--- src/rtl/riscv_pkg.sv ---
// Shared types for the pipeline stall/flush sequencer: FSM states, trace
// causes and the bundled per-stage control word.
package riscv_pkg;

    typedef enum logic [1:0] {
        RUN,
        MDU_WAIT,
        MEM_WAIT
    } pipe_ctrl_state_e;

    typedef enum logic [2:0] {
        NONE,
        LOAD_USE,
        MDU,
        MEM,
        BRANCH
    } stall_cause_e;

    typedef struct packed {
        logic stall_f;
        logic stall_d;
        logic stall_e;
        logic stall_m;
        logic flush_d;
        logic flush_e;
        logic bubble_m;
        logic bubble_w;
    } pipe_ctrl_t;

    // Each cause maps to exactly one stall/flush pattern.
    function automatic pipe_ctrl_t ctrl_for_cause(input stall_cause_e cause);
        pipe_ctrl_t c;
        c = '0;
        case (cause)
            MEM: begin
                c.stall_f  = 1'b1;
                c.stall_d  = 1'b1;
                c.stall_e  = 1'b1;
                c.stall_m  = 1'b1;
                c.bubble_w = 1'b1;
            end
            MDU: begin
                c.stall_f  = 1'b1;
                c.stall_d  = 1'b1;
                c.stall_e  = 1'b1;
                c.bubble_m = 1'b1;
            end
            BRANCH: begin
                c.flush_d = 1'b1;
                c.flush_e = 1'b1;
            end
            LOAD_USE: begin
                c.stall_f = 1'b1;
                c.stall_d = 1'b1;
                c.flush_e = 1'b1;
            end
            default: c = '0;
        endcase
        return c;
    endfunction

endpackage

--- src/rtl/pipeline_ctrl_load_use_detect.sv ---
// Combinational load-use hazard detector: the D instruction reads a register
// that the load currently in E has not yet produced.
module load_use_detect (
    input  logic [4:0] rs1_i,
    input  logic [4:0] rs2_i,
    input  logic       rs1_used_i,
    input  logic       rs2_used_i,
    input  logic [4:0] rd_i,
    input  logic       load_i,
    output logic       hazard_o
);

    logic rs1_match;
    logic rs2_match;

    always_comb begin
        rs1_match = rs1_used_i && (rs1_i == rd_i);
        rs2_match = rs2_used_i && (rs2_i == rd_i);
        // x0 is hardwired to zero, so a load into it never creates a dependency
        hazard_o  = load_i && (rd_i != 5'd0) && (rs1_match || rs2_match);
    end

endmodule

--- src/rtl/pipeline_ctrl.sv ---
// Stall/flush sequencer for the 5-stage pipeline: memory waits, MDU waits,
// branch redirects and load-use stalls, plus a saturating stall-cycle counter.
module pipeline_ctrl
    import riscv_pkg::*;
#(
    parameter int MEM_TIMEOUT = 16,
    parameter int CNT_W       = 32
) (
    input  logic             clk_i,
    input  logic             rst_i,
    input  logic [4:0]       rs1D_i,
    input  logic [4:0]       rs2D_i,
    input  logic             rs1_usedD_i,
    input  logic             rs2_usedD_i,
    input  logic [4:0]       rdE_i,
    input  logic             loadE_i,
    input  logic             branch_takenE_i,
    input  logic             mdu_startE_i,
    input  logic             mdu_done_i,
    input  logic             dmem_reqM_i,
    input  logic             dmem_ack_i,
    output logic             stallF_o,
    output logic             stallD_o,
    output logic             stallE_o,
    output logic             stallM_o,
    output logic             flushD_o,
    output logic             flushE_o,
    output logic             bubbleM_o,
    output logic             bubbleW_o,
    output logic             mdu_go_o,
    output logic             bus_err_o,
    output logic [CNT_W-1:0] stall_cycles_o
);

    localparam int              WCNT_W   = $clog2(MEM_TIMEOUT) + 1;
    localparam logic [WCNT_W-1:0] WAIT_LAST = WCNT_W'(MEM_TIMEOUT - 1);

    pipe_ctrl_state_e  state_q, state_d;
    logic [WCNT_W-1:0] wcnt_q, wcnt_d;
    logic [CNT_W-1:0]  stall_cycles_q, stall_cycles_d;

    logic         load_use;
    logic         mem_hold;
    logic         mem_timeout;
    logic         mdu_hold;
    logic         mdu_go;
    stall_cause_e cause;
    pipe_ctrl_t   ctrl;

    load_use_detect u_load_use_detect (
        .rs1_i      (rs1D_i),
        .rs2_i      (rs2D_i),
        .rs1_used_i (rs1_usedD_i),
        .rs2_used_i (rs2_usedD_i),
        .rd_i       (rdE_i),
        .load_i     (loadE_i),
        .hazard_o   (load_use)
    );

    always_comb begin
        state_d     = state_q;
        wcnt_d      = wcnt_q;
        cause       = NONE;

        mem_hold    = ((state_q == RUN) && dmem_reqM_i && !dmem_ack_i) ||
                      ((state_q == MEM_WAIT) && !dmem_ack_i && (wcnt_q < WAIT_LAST));
        mem_timeout = (state_q == MEM_WAIT) && !dmem_ack_i && (wcnt_q == WAIT_LAST);
        mdu_hold    = ((state_q == RUN) && mdu_startE_i) ||
                      ((state_q == MDU_WAIT) && !mdu_done_i);
        mdu_go      = !mem_hold && (state_q == RUN) && mdu_startE_i;

        if (mem_hold) begin
            cause = MEM;
        end else if (mdu_hold) begin
            cause = MDU;
        end else if (branch_takenE_i) begin
            cause = BRANCH;
        end else if (load_use) begin
            cause = LOAD_USE;
        end

        // The request cycle is wait cycle 0, so the register enters MEM_WAIT
        // already holding 1; timeout then lands on total cycle MEM_TIMEOUT.
        case (state_q)
            RUN: begin
                if (mem_hold) begin
                    state_d = MEM_WAIT;
                    wcnt_d  = WCNT_W'(1);
                end else if (mdu_go) begin
                    state_d = MDU_WAIT;
                end
            end
            MEM_WAIT: begin
                if (dmem_ack_i || mem_timeout) begin
                    state_d = RUN;
                    wcnt_d  = '0;
                end else begin
                    wcnt_d = wcnt_q + WCNT_W'(1);
                end
            end
            MDU_WAIT: begin
                if (mdu_done_i) begin
                    state_d = RUN;
                end
            end
            default: begin
                state_d = RUN;
                wcnt_d  = '0;
            end
        endcase

        if (rst_i) begin
            cause = NONE;
        end
        ctrl = ctrl_for_cause(cause);

        stall_cycles_d = stall_cycles_q;
        if (ctrl.stall_f && !(&stall_cycles_q)) begin
            stall_cycles_d = stall_cycles_q + CNT_W'(1);
        end
    end

    always_ff @(posedge clk_i) begin
        if (rst_i) begin
            state_q        <= RUN;
            wcnt_q         <= '0;
            stall_cycles_q <= '0;
        end else begin
            state_q        <= state_d;
            wcnt_q         <= wcnt_d;
            stall_cycles_q <= stall_cycles_d;
        end
    end

    assign stallF_o       = ctrl.stall_f;
    assign stallD_o       = ctrl.stall_d;
    assign stallE_o       = ctrl.stall_e;
    assign stallM_o       = ctrl.stall_m;
    assign flushD_o       = ctrl.flush_d;
    assign flushE_o       = ctrl.flush_e;
    assign bubbleM_o      = ctrl.bubble_m;
    assign bubbleW_o      = ctrl.bubble_w;
    assign mdu_go_o       = mdu_go && !rst_i;
    assign bus_err_o      = mem_timeout && !rst_i;
    assign stall_cycles_o = stall_cycles_q;

endmodule

--- config.mk ---
export PLATFORM = sky130hd
export DESIGN_NAME = pipeline_ctrl
export DESIGN_NICKNAME = d
export VERILOG_FILES = /design/src/rtl/riscv_pkg.sv /design/src/rtl/pipeline_ctrl_load_use_detect.sv /design/src/rtl/pipeline_ctrl.sv
export SDC_FILE = /design/constraint.sdc
export NUM_CORES = 1
export LEC_CHECK = 0
export ABC_CLOCK_PERIOD_IN_PS = 3850
export CAP_MARGIN = 20
export CORE_UTILIZATION = 46
export CTS_CLUSTER_SIZE = 20
export DETAILED_ROUTE_END_ITERATION = 16
export HOLD_SLACK_MARGIN = 0.12
export PLACE_DENSITY = 0.79
export RECOVER_POWER = 100
export SETUP_SLACK_MARGIN = 0.05
export SLEW_MARGIN = 20
export SYNTH_ARGS = -nofsm -noshare
export SYNTH_HDL_FRONTEND = slang
export SYNTH_SLANG_ARGS = --single-unit
--- constraint.sdc ---
create_clock -name clk_i -period 3.85 [get_ports clk_i]
set_input_delay 1.155 -clock clk_i [delete_from_list [all_inputs] [get_ports clk_i]]
set_output_delay 1.155 -clock clk_i [all_outputs]
set_load 0.01 [all_outputs]
; ---- Yosys cells after proc, flatten, opt, wreduce, memory -nomap -nowiden
; Index checks and enable logic that the tools add are counted.
[word_totals]
register_bits = 39
[classes]
n_mux = 19
addsub = 2
n_eq_ne = 13
magnitude_cmp = 1
n_reduce_logical = 33
bitwise = 1
[ops]
columns = operator, count
row1 = $add 32x1->32 const B, 1
row2 = $reduce_and 32->1, 1
row3 = $logic_and 1x1->1, 16
row4 = $pmux 5 s3, 1
row5 = $mux 3, 4
row6 = $eq 5x5->1, 2
row7 = $mux 2, 5
row8 = $mux 5, 2
row9 = $eq 3x2->1 const B, 2
row10 = $mux 1, 6
row11 = $pmux 2 s3, 1
row12 = $add 5x1->5 const B, 1
row13 = $eq 5x4->1 const B, 1
row14 = $logic_not 1->1, 5
row15 = $lt 5x4->1 const B, 1
row16 = $reduce_bool 5->1, 1
row17 = $logic_or 1x1->1, 4
row18 = $ne 2x2->1 const B, 2
row19 = $reduce_or 2->1, 2
row20 = $eq 3x1->1 const B, 1
row21 = $eq 3x3->1 const B, 1
row22 = $ne 3x3->1 const B, 1
row23 = $reduce_and 3->1, 1
row24 = $reduce_or 3->1, 1
row25 = other kinds (6), 6

; ---- Logic depth before layout (Yosys ltp)
; Gate-level depths: netlist of the first run.
[logic_depth]
ltp_word = 13
depth_mapped = 9
ltp_nobuf = 7

; ---- Cells and area by module
; From an unflattened synthesis of the first run, not the netlist that was laid out.
[unflattened]
hier_cells = 272
hier_area_um2 = 2254.7
[modules_own_cells]
columns = mod, seq_area_each_um2, n_inst, area_each_um2, cells_per_inst
row1 = pipeline_ctrl, 780.7, 1, 2120.8, 255
row2 = load_use_detect, 0.0, 1, 133.9, 17

; ---- Worst setup path after synthesis of the first run
; OpenSTA, ideal clock, no wires.
[synth_path]
path_type = input -> output
start = input dmem_ack_i
end = output stallF_o
slack_ns = 0.008
arrival_ns = 2.687
stages = 8
path_cell_list = or4b_1 > o31a_1 > a21oi_4 > a21oi_2 > buf_2 > buf_2 > inv_1 > buf_4
[synth_via]
elab_chain_cells = 9
word_cells_on_any_way = 12
classes_between = 3 x eq/ne / 3 x mux / 6 x reduce/logical
[synth_lines]
columns = item, line
row1 = "start, declared", pipeline_ctrl.sv:21  ; input logic dmem_ack_i,
row2 = $logic_not 1->1 (*), "pipeline_ctrl.sv:65, pipeline_ctrl.sv:66"
row3 = $logic_and 1x1->1 (2 in series), pipeline_ctrl.sv:66  ; ((state_q == MEM_WAIT) && !dmem_ack_i && (wcnt_q < WAIT_LAST));
row4 = $logic_or 1x1->1 (*), pipeline_ctrl.sv:65  ; mem_hold = ((state_q == RUN) && dmem_reqM_i && !dmem_ack_i) ||
row5 = $mux 3 (*), pipeline_ctrl.sv:72  ; if (mem_hold) begin
row6 = $mux 3 (*), pipeline_ctrl.sv:112  ; if (rst_i) begin
row7 = $eq 3x1->1 or $eq 3x2->1 (tied branches), riscv_pkg.sv:34  ; case (cause)
row8 = $reduce_or 3->1 (no source line) (*), --
row9 = $mux 2 (*), riscv_pkg.sv:34
row10 = "end, declared", pipeline_ctrl.sv:22  ; output logic stallF_o,
; Mark *: on every way between the ends. The rest lies on a longest branch, timed or not.

; ---- Worst setup path after layout of the first run
[layout_path]
start = input rdE_i[4]
end = output stallD_o
[layout_via]
elab_chain_cells = 12
word_cells_on_any_way = 18
classes_between = 5 x eq/ne / 6 x mux / 7 x reduce/logical
[layout_lines]
columns = item, line
row1 = "start, declared", pipeline_ctrl.sv:15  ; input logic [4:0] rdE_i,
row2 = $eq 5x5->1 (on tied branches), "pipeline_ctrl_load_use_detect.sv:17, pipeline_ctrl_load_use_detect.sv:18"
row3 = $logic_and 1x1->1 (on tied branches), "pipeline_ctrl_load_use_detect.sv:17, pipeline_ctrl_load_use_detect.sv:18"
row4 = $logic_or 1x1->1, pipeline_ctrl_load_use_detect.sv:20  ; hazard_o = load_i && (rd_i != 5'd0) && (rs1_match || rs2_match);
row5 = $logic_and 1x1->1 (*), pipeline_ctrl_load_use_detect.sv:20
row6 = $mux 1 (*), pipeline_ctrl.sv:78  ; end else if (load_use) begin
row7 = $mux 3 (*), pipeline_ctrl.sv:76  ; end else if (branch_takenE_i) begin
row8 = $mux 3 (*), pipeline_ctrl.sv:74  ; end else if (mdu_hold) begin
row9 = $mux 3 (*), pipeline_ctrl.sv:72
row10 = $mux 3 (*), pipeline_ctrl.sv:112
row11 = $eq 3x1->1 or $eq 3x2->1 (tied branches), riscv_pkg.sv:34
row12 = $reduce_or 3->1 (no source line) (*), --
row13 = $mux 2 (*), riscv_pkg.sv:34
row14 = "end, declared", pipeline_ctrl.sv:23  ; output logic stallD_o,
; Marks and branches as above.

==> results of run 1 <==
final timing paths:
| path | endpoint | slack, ps |
|---|---|---|
| hold / removal | wcnt_q[3] | 480 |
| hold reg to reg | wcnt_q[3] | 480 |
| setup / recovery | stallD_o | 120 |
| setup reg to reg | stall_cycles_o[9] | 890 |
cell usage after synthesis (2+ instances only):
cell,instances
a21o_1,2
a21oi_1,13
and3_1,8
and4_1,5
buf_2,2
buf_4,2
clkbuf_1,7
dfxtp_1,39
ha_1,3
inv_1,6
nand2_1,17
nand3_1,15
nand4_1,11
nor2_1,36
nor2b_1,3
nor3_1,9
nor4_1,8
nor4b_1,2
o211ai_1,4
o21ai_0,4
o31ai_1,7
or2_2,2
or3_1,3
or4_1,4
xnor2_1,29
worst max-delay path, stage by stage:
cell and delay, ps:
clkdlybuf4s50_1 550, xnor2_1 140, nand4_1 110, o22ai_1 220, buf_4 170, a21oi_4 70, inv_2 50, buf_2 110
metal layers:
layer,vias to the layer above,track usage,share of wire
li1,1071,-,-
met3,6,0.0509,0.063
met2,76,0.352,0.46
met4,0,0.0533,0.0082
met5,-,0,0
met1,987,0.292,0.47
through the flow:
| step | hold slack (ps) | utilization | worst slack [ps] |
|---|---|---|---|
| after floorplan | 445 | - | 77.1 |
| after global placement | 463 | 0.652 | -472 |
| after detailed placement | 478 | 0.652 | -514 |
| after CTS | 487 | 0.671 | 35.4 |
| after global routing | 520 | 0.667 | 36.4 |
| final | 482 | 0.667 | 117 |
timing repair:
item,in CTS,in global routing
pin swaps,2,5
setup endpoints to repair,10,5
gates resized for setup,30,4
buffers inserted,1,1
registers in the layout, summed over array words and instances (netlist names):
name,cells
wcnt_q,5
state_q,2
stall_cycles_o,32
area by class of cell:
cell class | instances | area (µm²) | share of cell area
Timing Repair Buffer | 80 | 713 | 0.244
Multi-Input combinational cell | 201 | 1260 | 0.431
Clock buffer | 7 | 76.3 | 0.0261
Tap cell | 52 | 65.1 | 0.0223
Clock inverter | 1 | 5.00 | 0.00171
Sequential cell | 39 | 781 | 0.267
Inverter | 6 | 22.5 | 0.00771
cells by family after synthesis:
| family | count (synthesis) | share of synthesized area |
|---|---|---|
| AND/OR/NAND/NOR | 131 | 0.328 |
| flip-flops | 39 | 0.370 |
| AO/OA/AOI/OAI | 37 | 0.117 |
| XOR/XNOR | 29 | 0.120 |
| buffers and inverters | 19 | 0.0421 |
| adder cells (fa/ha/maj) | 3 | 0.0178 |
| multiplexers | 1 | 0.00533 |
power by group through the flow:
stage | clock network [mW] | logic (mW) | registers (mW)
after floorplan | 0 | 0.0647 | 0.424
after global placement | 0 | 0.127 | 0.425
after detailed placement | 0 | 0.130 | 0.425
after CTS | 0.268 | 0.128 | 0.415
after global routing | 0.285 | 0.134 | 0.416
final | 0.259 | 0.123 | 0.416
==> results.md, run 1 <==
* # IOs at 67
* Final GP Congestion at between 0.8 and 0.9
* CTS sink cnt at 39
* Root Driver: clkbuf_8
* HP Start: wcnt_q[3]
* Max Cap Viol at 0
* ANT nets after route at 0
* Switching part of the total at 0.249
* Worst Hold Depth at 2
* Endpoints failing setup at 0
* Area delta synth->final at 38.5%
* Setup TNS Final at 0 ps
* Power Dens Cells at between 200 and 300 nW/µm²
* RSZ-0062 raised after global routing: false
* Sequential power share at 0.521
* IR drop worst, VDD at 0.000207 V
* Remaining DRCs at 0
* Die X at 69.7 µm
* Standby leakage power at ~1.1 nW
* N_diodes at 0
* CP startpoint kind: primary input
* Num CTS Buffers at 5
* Post-Syn Nets at 287
* Port Buf Inserts at 66
* Worst Path Required at 2690 ps
* Crit path launch: rdE_i[4]
* Reg2reg start: stall_cycles_o[6]
* Total number of vias at ~2100
* Core ar. at 4380 µm²
* Die ar. at 4860 µm²
* Syn Area/Cell at 8.15 µm²
* Mapped Area at 2110 µm²
* Clk buf depth at 2
* Critical path type: in -> out
* Outcome: completed
* CTS tree: yes
* Fraction of registers with async set/reset at 0
* Number of distinct library cells after synthesis at 43
* Detailed placement HPWL at 3.74 mm
* GRT Total Usage at 0.217
* Worst skew pair latency at 280 ps
* Fin cells at between 300 and 400
* Combinational share of power at 0.154
* Antenna violations before repair at 0
* CTS clk-pin slew, worst paths at 70 ps
* Int Pwr at around 0.6 mW
* Crit path DAT at 2580 ps
* Crit-path max FO at 3
* Fin crit share at 0.969
* Crit end category: primary output
* Post-synth top flop: dfxtp_1
* H-Tree Depth at 2
* Via/cell ratio at 5.54
* Starting DRT DRC Count at 59
* Total Nets Final at between 300 and 400
* Fillers at 388
* Inst Count DP at 376
* Synthesis Warnings at 0
* Vias in the first global route at 1982
* Post-route cell area at 2920 µm²
* Post-synth EDFFs at 0
* Drt first pass iters at 4
* Top-area cell type share of the netlist area at 0.370
* Pwr Total at roughly 0.8 mW
* Commonest non-fill, non-tap cells in the layout: 39 x dfxtp_1, 36 x nor2_1, 33 x dlygate4sd3_1, 29 x xnor2_1, 21 x clkdlybuf4s50_1
* Fmax at 268 MHz
* DRT Wirelength at 5.23 mm
* DR WL/cell at 13.6 µm
* Net switching component of the power at between 0.15 and 0.2 mW
* Synth top area cells: dfxtp_1 37%, xnor2_1 12%, nor2_1 6.4%
* Flops & latches, synth at 39
* Reg2Reg Depth at 8
* Worst slew pin tran at 563 ps
* Largest net degree at the start of global routing at 36
* Global-route wire length before repair at 8.81 mm
* Die Ht at 69.7 µm
* Initial Utilization at 0.481
* Std cell rows at 24
* Ratio of cells with drive above 1 in the final layout at 0.0868
* Final Hold Viols at 0
* Post-DP Area at approximately 2900 µm²
* Final critical path time including I/O delays and setup at roughly 3700 ps
* Worst Hold Class: reg -> reg
* Sequential area share after synthesis at 0.370
* Clock power share at 0.324
* Commonest non-fill, non-tap cell in the layout: dfxtp_1
* Synth area leader: dfxtp_1
* Setup Skew at 5.61 ps
* Relative slew slack at 0.624
* Fin. max-slew vios at 0
* Post-synthesis instance total at 259
* Remaining Overflow, GRT at 0
* Hold buffers post-CTS at 0
Note: power is estimated with default switching activity, not from simulation.
==> run 2, diff against run 1 <==
--- a/config.mk
+++ b/config.mk
@@ -7,11 +7,12 @@
 export LEC_CHECK = 0
 export ABC_CLOCK_PERIOD_IN_PS = 3850
 export CAP_MARGIN = 20
-export CORE_UTILIZATION = 46
+export CORE_UTILIZATION = 60
 export CTS_CLUSTER_SIZE = 20
 export DETAILED_ROUTE_END_ITERATION = 16
+export DONT_BUFFER_PORTS = 1
 export HOLD_SLACK_MARGIN = 0.12
-export PLACE_DENSITY = 0.79
+export PLACE_DENSITY = 0.76
 export RECOVER_POWER = 100
 export SETUP_SLACK_MARGIN = 0.05
 export SLEW_MARGIN = 20
==> results.md, run 2 (synthesized netlist as in run 1, its figures left out) <==
* Die Ht at 61.3 µm (was 69.7 µm)
* Detailed placement HPWL at 3.01 mm (was 3.74 mm)
* Port Buf Inserts at 0 (was 66)
* Share of the core filled with cells at 0.649 (was 0.667)
* Pwr Total at 0.712 mW (was 0.798 mW)
* DR WL/cell at 13.8 µm (was 13.6 µm)
* Worst slew pin tran at 900 ps (was 563 ps)
* Setup TNS Final at 0 ps (unchanged)
* Total number of vias at 1822 (was 2140)
* Post-CTS Setup Bufs at 0 (was 1)
* Antenna violations before repair at 0 (unchanged)
* Power Dens Cells at 326 nW/µm² (was 273 nW/µm²)
* N_diodes at 0 (unchanged)
* Standby leakage power at 0.674 nW (was 1.11 nW)
* RSZ-0062 raised after global routing: false (unchanged)
* GRT Total Usage at 0.238 (was 0.217)
* Commonest non-fill, non-tap cells in the layout: 39 x dfxtp_1, 36 x nor2_1, 29 x xnor2_1, 17 x nand2_1, 15 x nand3_1 (was 39 x dfxtp_1, 36 x nor2_1, 33 x dlygate4sd3_1, 29 x xnor2_1, 21 x clkdlybuf4s50_1)
* Hold buffers post-CTS at 0 (unchanged)
* Largest net degree at the start of global routing at 41 (was 36)
* Die X at 61.3 µm (was 69.7 µm)
* Worst Hold Class: reg -> reg (unchanged)
* Fin crit share at 0.960 (was 0.969)
* Crit path DAT at 2540 ps (was 2580 ps)
* DRT Wirelength at 4.19 mm (was 5.23 mm)
* Final GP Congestion at 0.775 (was 0.815)
* Final critical path time including I/O delays and setup at 3690 ps (was 3730 ps)
* Setup Skew at 7.17 ps (was 5.61 ps)
* Remaining DRCs at 0 (unchanged)
* Area delta synth->final at 3.44% (was 38.5%)
* Drt first pass iters at 4 (unchanged)
* CTS sink cnt at 39 (unchanged)
* Initial Utilization at 0.628 (was 0.481)
* Ratio of cells with drive above 1 in the final layout at 0.0506 (was 0.0868)
* Crit end category: primary output (unchanged)
* Vias in the first global route at 1599 (was 1982)
* Hold WS at 478 ps (was 482 ps)
* CP startpoint kind: primary input (unchanged)
* Relative slew slack at 0.400 (was 0.624)
* Total Nets Final at 284 (was 361)
* Global-route wire length before repair at 6.64 mm (was 8.81 mm)
* Critical path type: in -> out (unchanged)
* CTS resizes at 0 (was 30)
* Max Cap Viol at 0 (unchanged)
* Starting DRT DRC Count at 84 (was 59)
* Via/cell ratio at 6.01 (was 5.54)
* Root Driver: clkbuf_4 (was clkbuf_8)
* Std cell rows at 21 (was 24)
* Clk buf depth at 2 (unchanged)
* Outcome: completed (unchanged)
* CTS clk-pin slew, worst paths at 100 ps (was 70 ps)
* Num CTS Buffers at 5 (unchanged)
* CTS tree: yes (unchanged)
* H-Tree Depth at 2 (unchanged)
* Worst Path Required at 2690 ps (about the same)
* Final Hold Viols at 0 (unchanged)
* Fin. max-slew vios at 0 (unchanged)
* Crit-path max FO at 4 (was 3)
* Core ar. at 3360 µm² (was 4380 µm²)
* Fmax at 271 MHz (was 268 MHz)
* Max reg flops at 32 (unchanged)
* Post-route cell area at 2180 µm² (was 2920 µm²)
* Worst skew pair latency at 330 ps (was 280 ps)
* # IOs at 67 (unchanged)
* Die ar. at 3760 µm² (was 4860 µm²)
* Post-DP Area at 2120 µm² (was 2860 µm²)
* IR drop worst, VDD at 0.000247 V (was 0.000207 V)
* Endpoints failing setup at 0 (unchanged)
* Remaining Overflow, GRT at 0 (unchanged)
* ANT nets after route at 0 (unchanged)
* Commonest non-fill, non-tap cell in the layout: dfxtp_1 (unchanged)
-- run 2: area by class of cell --
type	count	area, µm²
multi-input combinational	201	1240
fill	315	1180
inverter	6	22.5
clock buffer	8	68.8
tap	46	57.6
sequential	39	781
timing repair buffer	3	15.0
-- run 2: worst max-delay path, cell delays in order --
cell and delay [ps]:
or4b_1 530, o31a_1 190, and2_0 210, and3_1 240, o21bai_1 210
-- run 2: per-stage QoR --
stage	cells	worst slack (ps)
finish	303	156
global route	303	55.9
CTS	303	172
detailed placement	295	178
global placement	295	212
floorplan	259	77.1
-- run 2: worst paths after layout --
path                             to  slack [ps]  cells after the start               from
setup / recovery           flushE_o         160                      5         dmem_ack_i
hold / removal            wcnt_q[3]         480                      2          wcnt_q[3]
setup reg to reg  stall_cycles_o[9]         670                      7  stall_cycles_o[6]
hold reg to reg           wcnt_q[3]         480                      2          wcnt_q[3]
-- run 2: layer usage --
layer  track usage  up-vias  share of wire
met4         0.117        0          0.018
met3        0.0714        8          0.062
met2         0.396       59           0.47
li1              -      921              -
met1         0.280      834           0.45
met5             0        -              0
-- run 2: power breakdown --
| group | internal [mW] | switching [mW] |
|---|---|---|
| registers | 0.409 | 0.00825 |
| clock network | 0.108 | 0.125 |
| logic | 0.0251 | 0.0375 |
| total | 0.541 | 0.171 |
